===== src/rtl/dlv_skew_pkg.sv =====
// Shared types for the serdes odd/even half-word skew controller.
package dlv_skew_pkg;

  typedef enum logic [1:0] {
    ST_SETTLE = 2'd0,
    ST_HUNT   = 2'd1,
    ST_LOCKED = 2'd2
  } state_t;

  localparam logic [1:0] MODE_PASS     = 2'd0;
  localparam logic [1:0] MODE_DLY_EVEN = 2'd1;
  localparam logic [1:0] MODE_DLY_ODD  = 2'd2;

  function automatic logic [1:0] next_mode(input logic [1:0] m);
    if (m == MODE_PASS)          return MODE_DLY_EVEN;
    else if (m == MODE_DLY_EVEN) return MODE_DLY_ODD;
    else                         return MODE_PASS;
  endfunction

endpackage


===== src/rtl/dlv_win_cnt.sv =====
// Sample/bad-sample window counter with limit compare; fail and win_end
// look ahead by including the sample presented this cycle.
module dlv_win_cnt #(
  parameter int WINDOW = 64
) (
  input  logic        clk,
  input  logic        arst_n,
  input  logic        clr,
  input  logic        en,
  input  logic        valid,
  input  logic        ok,
  input  logic [31:0] lim,
  output logic        fail,
  output logic        win_end
);

  localparam int CW = $clog2(WINDOW + 1);

  logic [CW-1:0] smp_cnt;
  logic [CW-1:0] bad_cnt;
  logic [CW-1:0] smp_inc;
  logic [CW-1:0] bad_inc;

  assign smp_inc = smp_cnt + CW'(1);
  assign bad_inc = bad_cnt + CW'(!ok);

  assign fail    = en & valid & !ok & (32'(bad_inc) > lim);
  assign win_end = en & valid & (32'(smp_inc) == 32'(WINDOW));

  always_ff @(posedge clk or negedge arst_n) begin
    if (!arst_n) begin
      smp_cnt <= '0;
      bad_cnt <= '0;
    end else if (clr) begin
      smp_cnt <= '0;
      bad_cnt <= '0;
    end else if (en & valid) begin
      smp_cnt <= smp_inc;
      bad_cnt <= bad_inc;
    end
  end

endmodule


===== src/rtl/dlv_skew_ctrl.sv =====
// Odd/even half-word delay mode controller: hunts for clean framing across
// the three delay modes, holds lock, and honours software force/restart.
module dlv_skew_ctrl
  import dlv_skew_pkg::*;
#(
  parameter int WINDOW     = 64,
  parameter int BAD_LIMIT  = 0,
  parameter int LOSS_LIMIT = 8,
  parameter int SETTLE     = 8
) (
  input  logic       clk,
  input  logic       arst_n,
  input  logic       chk_valid,
  input  logic       chk_ok,
  input  logic       force_en,
  input  logic [1:0] force_mode,
  input  logic       restart,
  output logic [1:0] mode,
  output logic       mode_change,
  output logic       locked,
  output logic [7:0] sweeps
);

  localparam int SW = $clog2(SETTLE + 1);

  function automatic logic [7:0] sat_inc8(input logic [7:0] v);
    return (v == 8'hFF) ? v : v + 8'd1;
  endfunction

  state_t        state;
  logic [SW-1:0] settle_cnt;
  logic [1:0]    eff_force;
  logic [1:0]    rst_mode;
  logic          force_mis;
  logic          win_fail;
  logic          win_end;
  logic          win_clr;
  logic [31:0]   win_lim;

  assign eff_force = (force_mode == 2'd3) ? MODE_PASS : force_mode;
  assign rst_mode  = force_en ? eff_force : MODE_PASS;
  assign force_mis = force_en & (mode != eff_force);
  assign win_lim   = (state == ST_LOCKED) ? 32'(LOSS_LIMIT) : 32'(BAD_LIMIT);
  // Counters restart on every state transition and at each locked window end.
  assign win_clr   = restart | force_mis | (state == ST_SETTLE) | win_fail | win_end;

  dlv_win_cnt #(.WINDOW(WINDOW)) u_win (
    .clk     (clk),
    .arst_n  (arst_n),
    .clr     (win_clr),
    .en      (state != ST_SETTLE),
    .valid   (chk_valid),
    .ok      (chk_ok),
    .lim     (win_lim),
    .fail    (win_fail),
    .win_end (win_end)
  );

  always_ff @(posedge clk or negedge arst_n) begin
    if (!arst_n) begin
      state       <= ST_SETTLE;
      settle_cnt  <= SW'(SETTLE);
      mode        <= MODE_PASS;
      mode_change <= 1'b0;
      locked      <= 1'b0;
      sweeps      <= 8'd0;
    end else begin
      mode_change <= 1'b0;
      if (restart) begin
        mode        <= rst_mode;
        mode_change <= (rst_mode != mode);
        locked      <= 1'b0;
        state       <= ST_SETTLE;
        settle_cnt  <= SW'(SETTLE);
      end else if (force_mis) begin
        mode        <= eff_force;
        mode_change <= 1'b1;
        locked      <= 1'b0;
        state       <= ST_SETTLE;
        settle_cnt  <= SW'(SETTLE);
      end else begin
        case (state)
          ST_SETTLE: begin
            if (settle_cnt == SW'(1)) state <= ST_HUNT;
            else                      settle_cnt <= settle_cnt - SW'(1);
          end
          ST_HUNT: begin
            if (win_fail) begin
              if (!force_en) begin
                mode        <= next_mode(mode);
                mode_change <= 1'b1;
                if (mode == MODE_DLY_ODD) sweeps <= sat_inc8(sweeps);
              end
              state      <= ST_SETTLE;
              settle_cnt <= SW'(SETTLE);
            end else if (win_end) begin
              state  <= ST_LOCKED;
              locked <= 1'b1;
            end
          end
          ST_LOCKED: begin
            if (win_fail) begin
              locked     <= 1'b0;
              state      <= ST_SETTLE;
              settle_cnt <= SW'(SETTLE);
            end
          end
          default: begin
            state      <= ST_SETTLE;
            settle_cnt <= SW'(SETTLE);
          end
        endcase
      end
    end
  end

endmodule

===== config.mk =====
export PLATFORM = sky130hd
export DESIGN_NAME = dlv_skew_ctrl
export DESIGN_NICKNAME = d
export VERILOG_FILES = /design/src/rtl/dlv_skew_pkg.sv /design/src/rtl/dlv_win_cnt.sv /design/src/rtl/dlv_skew_ctrl.sv
export SDC_FILE = /design/constraint.sdc
export NUM_CORES = 1
export LEC_CHECK = 0
export ABC_AREA = 1
export CAP_MARGIN = 20
export CORE_ASPECT_RATIO = 0.7
export CORE_UTILIZATION = 50
export CTS_CLUSTER_DIAMETER = 40
export DETAILED_ROUTE_END_ITERATION = 16
export PLACE_DENSITY = 0.68
export SYNTH_ARGS = -nofsm -noshare
export SYNTH_HDL_FRONTEND = slang
export SYNTH_SLANG_ARGS = --single-unit

===== constraint.sdc =====
create_clock -name clk -period 2.4 [get_ports clk]
set_input_delay 0.48 -clock clk [delete_from_list [all_inputs] [get_ports clk]]
set_output_delay 0.48 -clock clk [all_outputs]
set_load 0.005 [all_outputs]

==> results of run 1 <==
## power groups by stage
stage               Clock (mW)  Sequential (mW)  Combinational [mW]
floorplan                    0            0.623               0.240
global placement             0            0.629               0.354
detailed placement           0            0.629               0.356
CTS                      0.439            0.619               0.368
global route             0.463            0.624               0.438
finish                   0.431            0.619               0.380
## critical path, delay by kind of cell, from the launching register on
family	cells	cell delay (ns)
flops	1	0.39
xor+xnor	1	0.16
compound gates	1	0.05
simple gates	4	0.33
buf+inv	10	1.19
fa+ha+maj	1	0.15
## cell type report
type                            count  area share
Clock buffer                        6      0.0282
Inverter                           42      0.0568
Tap cell                           52      0.0222
Sequential cell                    32       0.274
Timing Repair Buffer               61       0.172
Multi-Input combinational cell    211       0.443
Clock inverter                      2     0.00342
## kinds of logic after synthesis
kind of cell    count (synthesis)
simple gates                  158
buf+inv                        46
flops                          32
compound gates                 26
xor+xnor                       15
fa+ha+maj                      12
## through the flow
step,util,std cells,setup TNS [ns],power (mW)
2_1_floorplan,-,289,0,0.864
3_3_place_gp,0.641,383,-14.87,0.984
3_5_place_dp,0.641,383,-19.20,0.985
4_1_cts,0.702,404,-0.0247,1.43
5_1_grt,0.725,406,-0.676,1.52
6_report,0.725,406,0,1.43
## registers in the layout, summed over array words and instances, names as in the netlist
| name | flops |
|---|---|
| locked | 1 |
| settle_cnt | 4 |
| u_win.smp_cnt | 7 |
| u_win.bad_cnt | 7 |
| sweeps | 8 |
| mode | 2 |
| mode_change | 1 |
| state | 2 |
## metal layers
layer	share of wire	track usage
met3	0.039	0.0560
met2	0.47	0.396
met1	0.49	0.350
met4	0.0081	0.0893
met5	0	0
## repair_timing
item	CTS	global route
gates resized for setup	17	18
hold endpoints to repair	0	0
setup buffers	13	2
endpoints found under the setup margin	32	32
pin swaps	10	13
## worst max-delay path by stage
stage                       endpoint              from  depth (start not counted)
floorplan           u_win.smp_cnt[0]            chk_ok                         17
global placement       settle_cnt[2]            chk_ok                         19
detailed placement  u_win.bad_cnt[2]            chk_ok                         17
CTS                 u_win.smp_cnt[2]  u_win.bad_cnt[0]                         15
global route        u_win.smp_cnt[0]  u_win.bad_cnt[0]                         15
finish              u_win.bad_cnt[3]  u_win.bad_cnt[0]                         17
## synth_stat cells (all sizes together)
cell	count
nand3b	1
nand4	18
clkinv	4
o21ai	18
nor3	3
ha	12
inv	38
buf	4
nor2	21
nor4	2
dfstp	1
a21oi	7
dfrtp	31
o21bai	1
nor3b	1
xor2	10
nand2	84
nand3	28
xnor2	5
## cells in the final DEF (no fill, tap or decap), types with 2 or more instances in the layout
cell type	count
nand4_1	18
nand2_1	74
nand3_2	3
nand2_2	5
ha_4	3
dfrtp_1	31
a21oi_2	3
xor2_1	9
clkbuf_8	6
nor4_1	2
inv_2	5
nor2_2	4
nor2_4	2
nor2_1	15
o21ai_2	7
ha_1	9
o21ai_1	5
clkinv_2	3
inv_1	33
clkdlybuf4s50_1	18
nand2_4	5
a21oi_1	4
xnor2_1	5
nor3_1	2
o21ai_0	6
buf_4	41
nand3_1	24
==> out/summary.txt, run 1 <==
Initial Util - 0.536
initial antenna violation count - 0
# fillers - 316
headroom to the max-slew limit - 0.718
Final Worst Setup Slack - 0.0550 ns
final hold vios - 0
simple-gate share of the synthesized area - 0.344
antenna-violating nets left - 0
Avg WL per Cell - 13.1 µm
final wirelength - 5300 µm
DR pass1 iterations - 4
Synth warnings - 0
layout cell share with drive strength beyond 1 - 0.271
pre-CTS WS - -0.678 ns
r2r setup slk - 0.06 ns
number of unique standard cell types used by synthesis - 32
fin area - 2930 µm²
mux contribution to synthesized area - 0
Mapped Avg Cell Area - 7.50 µm²
vias per cell - 5.13
first-pass GRT wire length - 8850 µm
final clock skew - 0.00467 ns
Layout Area Growth over Synthesis - 35.2%
Post-route DRC - 0
synth top area cells - dfrtp_1 (36%), nand2_1 (13%), ha_1 (6.9%)
CTS tree - built
Lkg Pwr - 1.48 nW
largest family of logic cells by synthesized area - simple AND/OR/NAND/NOR gates
Tcrit/Tclk final - 0.977
H-tree Lvls - 2
die width - 80.7 µm
PortBufs - 19
Synth Area in Compound Gates - 0.0664
clk slew on worst S/H paths - 0.07 ns
CTS Sinks - 32
Setup crit end kind - flop
slowest CP cell - dfrtp_1
Synth Area in XOR/XNOR - 0.0606
worst slew pin tran - 0.423 ns
Netlist Area Pre-Place - 2170 µm²
Most Frequent Cell on Critical Path - buf_4
status - finished clean
WHS Path Cells - 2
sw frac - 0.311
RePlAce Congestion - 0.814
adder-cell share of the synthesized area - 0.0693
GRT Util Overall - 0.254
sw power - 444 µW
cell count after synthesis - 289
largest fanout on the critical path - 2
clock period minus worst slack - 2.34 ns
instance area at placement - 2590 µm²
area of the multi-input gates - 1300 µm²
P_int - 987 µW
Clk network pwr share - 0.301
Sequential Area - 802 µm²
slowest stage delay, CP - 0.39 ns
clk buf depth - 2
Antenna Cells - 0
Hold Crit Class - reg -> reg
# nets final - 373
flops & latches, synth - 32
row count - 19
Yosys top cell by area - dfrtp_1
total die area - 4610 µm²
detailed placement HPWL - 3710 µm
worst vdd ir - 0.447 mV
Seq pwr share - 0.433
clk root buf - clkbuf_8
final setup fails - 0
# IOs - 20
Die Span Y - 57.1 µm
Arrival @ worst endpoint - 2.56 ns
pin count of the biggest net entering global routing - 33
Hold EP - settle_cnt[3]
Hold Crit Start - settle_cnt[3]
Max Cap Viol - 0
GRT overflow - 0
reg2reg start - u_win.bad_cnt[0]
Req. time, crit path - 2.62 ns
FF-to-FF End - u_win.bad_cnt[3]
vias in the first global route - 1982
Synthesized Nets - 309
worst hold slack - 0.461 ns
Synth top area share - 0.358
R2R cell count - 17
cts bufs inserted - 5
cts hold-fix bufs - 0
total core area - 4040 µm²
Setup CP Type - reg -> reg
Gate power share - 0.266
Initial DRC Count - 125
clk_lat worst skew - 0.28 ns
sequential fraction of the synthesis area - 0.370
Final Max Slew Viols - 0
Via Count - 2083
crit path cell chain - ha_4, nand2_4, nor2_4, xor2_2, inv_2, buf_4, buf_4, buf_4, buf_4, buf_4, buf_4, buf_4, buf_4, buf_4, nor2_2, a21oi_1, nor2_1
setup repair after global routing missed its margin - yes
CP startpoint kind - flop
pwr dens - 489 nW/µm²
Max Freq - 0.426 GHz
(Power assumes the default switching activity.)
==> inputs of run 2 (changes only) <==
CTS_BUF_LIST = sky130_fd_sc_hd__clkbuf_8 sky130_fd_sc_hd__clkbuf_16   (was unset)
==> results of run 2 <==
The final DEF is identical to that of run 1; final timing and power are the same.
==> inputs of run 3 (changes only) <==
CORE_MARGIN = 8   (was unset)
CORE_UTILIZATION = 25   (was 50)
PLACE_DENSITY = 0.38   (was 0.68)
==> run 3 against run 2 <==
- via count shrank 2.7%
- first-iteration DRC count shrank 33%
- sequential share of layout area shrank 1.3 points
- global-route usage shrank 15 points
- register-to-register slack gained 0.03 ns
- final area grew 4.8%
- combinational power grew 9.5%
- non-clock buffer count grew 1
- highest routed layer unchanged
==> out/summary.txt, run 3 (synthesis gave the netlist of run 1 again) <==
first-pass GRT wire length - 9540 µm (+7.7%)
clock period minus worst slack - 2.32 ns (-0.0272 ns)
largest fanout on the critical path - 7 (+5)
worst slew pin tran - 0.483 ns (+0.0603 ns)
GRT overflow - 0 (unchanged)
# IOs - 20 (unchanged)
clk slew on worst S/H paths - 0.05 ns (-0.02 ns)
pwr dens - 550 nW/µm² (+12%)
Hold Crit Class - reg -> reg
vias per cell - 4.26 (-17%)
GRT Util Overall - 0.102 (-0.152)
most flop-heavy register - sweeps
pre-CTS WS - -0.609 ns (+0.0691 ns)
Layout Area Growth over Synthesis - 41.7%
DR pass1 iterations - 4 (unchanged)
pin count of the biggest net entering global routing - 33 (unchanged)
final wirelength - 5710 µm (+7.6%)
vias in the first global route - 1933 (-2.5%)
cts hold-fix bufs - 0 (unchanged)
final clock skew - 0.00396 ns (-0.000708 ns)
# nets final - 375 (+0.54%)
clk_lat worst skew - 0.29 ns (about the same)
Arrival @ worst endpoint - 2.53 ns (-0.03 ns)
initial antenna violation count - 0 (unchanged)
biggest regs - sweeps (8), u_win.bad_cnt (7), u_win.smp_cnt (7)
H-tree Lvls - 2 (unchanged)
clk buf depth - 2 (unchanged)
Via Count - 2027 (-2.7%)
Seq pwr share - 0.367 (-0.066)
worst vdd ir - 0.330 mV (-26%)
CTS Sinks - 32 (unchanged)
RePlAce Congestion - 0.770 (-5.4%)
Clk network pwr share - 0.387 (+0.086)
Hold Crit Start - settle_cnt[3]
Max Freq - 0.431 GHz (+1.2%)
row count - 28 (+9)
Post-route DRC - 0 (unchanged)
CP startpoint kind - flop
antenna-violating nets left - 0 (unchanged)
PortBufs - 19 (unchanged)
Lkg Pwr - 1.51 nW (+2.0%)
layout cell share with drive strength beyond 1 - 0.258 (-0.0128)
WHS Path Cells - 2 (unchanged)
Tcrit/Tclk final - 0.966 (-0.0113)
Gate power share - 0.247 (-0.019)
total die area - 12000 µm² (+160%)
most common cell after layout, fill and taps aside - nand2_1
status - finished clean
headroom to the max-slew limit - 0.678 (-0.0402)
Req. time, crit path - 2.61 ns (about the same)
Initial Util - 0.257 (-0.280)
setup repair after global routing missed its margin - yes
R2R cell count - 18 (+1)
die width - 127 µm (+58%)
# fillers - 894 (+180%)
Max Cap Viol - 0 (unchanged)
Post-Route Setup TNS - 0 ns (unchanged)
CTS tree - built
Final Max Slew Viols - 0 (unchanged)
cts bufs inserted - 5 (unchanged)
FF-to-FF End - u_win.smp_cnt[2]
total core area - 8440 µm² (+110%)
sw power - 510 µW (+15%)
reg2reg start - u_win.bad_cnt[0]
Die Span Y - 93.9 µm (+64%)
final setup fails - 0 (unchanged)
max FFs per register - 8 (unchanged)
Setup CP Type - reg -> reg
Initial DRC Count - 84 (-33%)
Antenna Cells - 0 (unchanged)
Final Worst Setup Slack - 0.0822 ns (+0.0272 ns)
Setup crit end kind - flop
clk root buf - clkbuf_16
Hold EP - settle_cnt[3]
r2r setup slk - 0.08 ns (+0.03 ns)
Avg WL per Cell - 12.0 µm (-8.2%)
detailed placement HPWL - 4170 µm (+12%)
final hold vios - 0 (unchanged)
most frequent cells in the layout - nand2_1 (73), buf_4 (42), inv_1 (35), dfrtp_1 (31), nand3_1 (22)
P_int - 1.18 mW (+19%)
sw frac - 0.302 (-0.00856)
run 3: routing by layer:
layer  routed length [µm]  vias up  track usage
met5                    0        -            0
met2                 2280       25        0.145
met1                 3110      908        0.140
li1                     -     1087            -
met4                   87        0       0.0414
met3                  227        7       0.0289
run 3: power by group through the flow:
| stage | Combinational [mW] | Clock [mW] | Sequential, mW |
|---|---|---|---|
| after floorplan | 0.240 | 0 | 0.623 |
| after global placement | 0.380 | 0 | 0.630 |
| after detailed placement | 0.376 | 0 | 0.630 |
| after CTS | 0.407 | 0.681 | 0.620 |
| after global routing | 0.474 | 0.700 | 0.625 |
| final | 0.416 | 0.653 | 0.619 |
run 3: worst max path at each step:
| stage | startpoint | to | slack, ns |
|---|---|---|---|
| 3_3_place_gp | chk_ok | settle_cnt[0] | -0.55 |
| 4_1_cts | chk_ok | u_win.smp_cnt[6] | 0.02 |
| 5_1_grt | u_win.bad_cnt[0] | u_win.smp_cnt[2] | -0.06 |
| 6_report | u_win.bad_cnt[0] | u_win.smp_cnt[2] | 0.08 |
| 2_1_floorplan | chk_ok | u_win.smp_cnt[0] | 0.07 |
| 3_5_place_dp | chk_ok | settle_cnt[1] | -0.61 |
run 3: repair_timing:
item                                    CTS  global route
gates cloned                              1             0
buffers inserted                         17             0
endpoints found under the setup margin   32            32
pin swaps                                10            14
resized for setup                        16            18
run 3: stage by stage:
stage / instance area, µm² / total power [mW] / cells / util / hold WS (ns)
floorplan: 2170 / 0.864 / 289 / - / 0.184
global placement: 2670 / 1.01 / 450 / 0.316 / 0.454
detailed placement: 2670 / 1.01 / 450 / 0.316 / 0.460
CTS: 3000 / 1.71 / 476 / 0.355 / 0.470
global route: 3070 / 1.80 / 476 / 0.364 / 0.491
finish: 3070 / 1.69 / 476 / 0.364 / 0.465
run 3: area by class of cell:
class                   instances  area (µm²)  share of cell area
inverters                      42         166              0.0542
repair inverters                1        6.26             0.00204
multi-input cells             211        1290               0.419
clock buffers                   6         139              0.0452
flip-flops and latches         32         802               0.261
well taps                     120         150              0.0489
clock inverters                 2        7.51             0.00244
repair buffers                 62         512               0.167
run 3: critical path: stages (launching register included):
cell and delay [ns]:
dfrtp_1 0.40, ha_4 0.17, nand2_4 0.06, nor2_4 0.04, buf_4 0.12, buf_4 0.12, buf_4 0.12, buf_4 0.12
buf_4 0.12, buf_4 0.13, nand3_2 0.04, nand2_1 0.06, nand2_2 0.07, nand3_2 0.09, nand2_2 0.09, nand2_4 0.07
nor2_4 0.14, nand2_4 0.11, o21ai_2 0.16
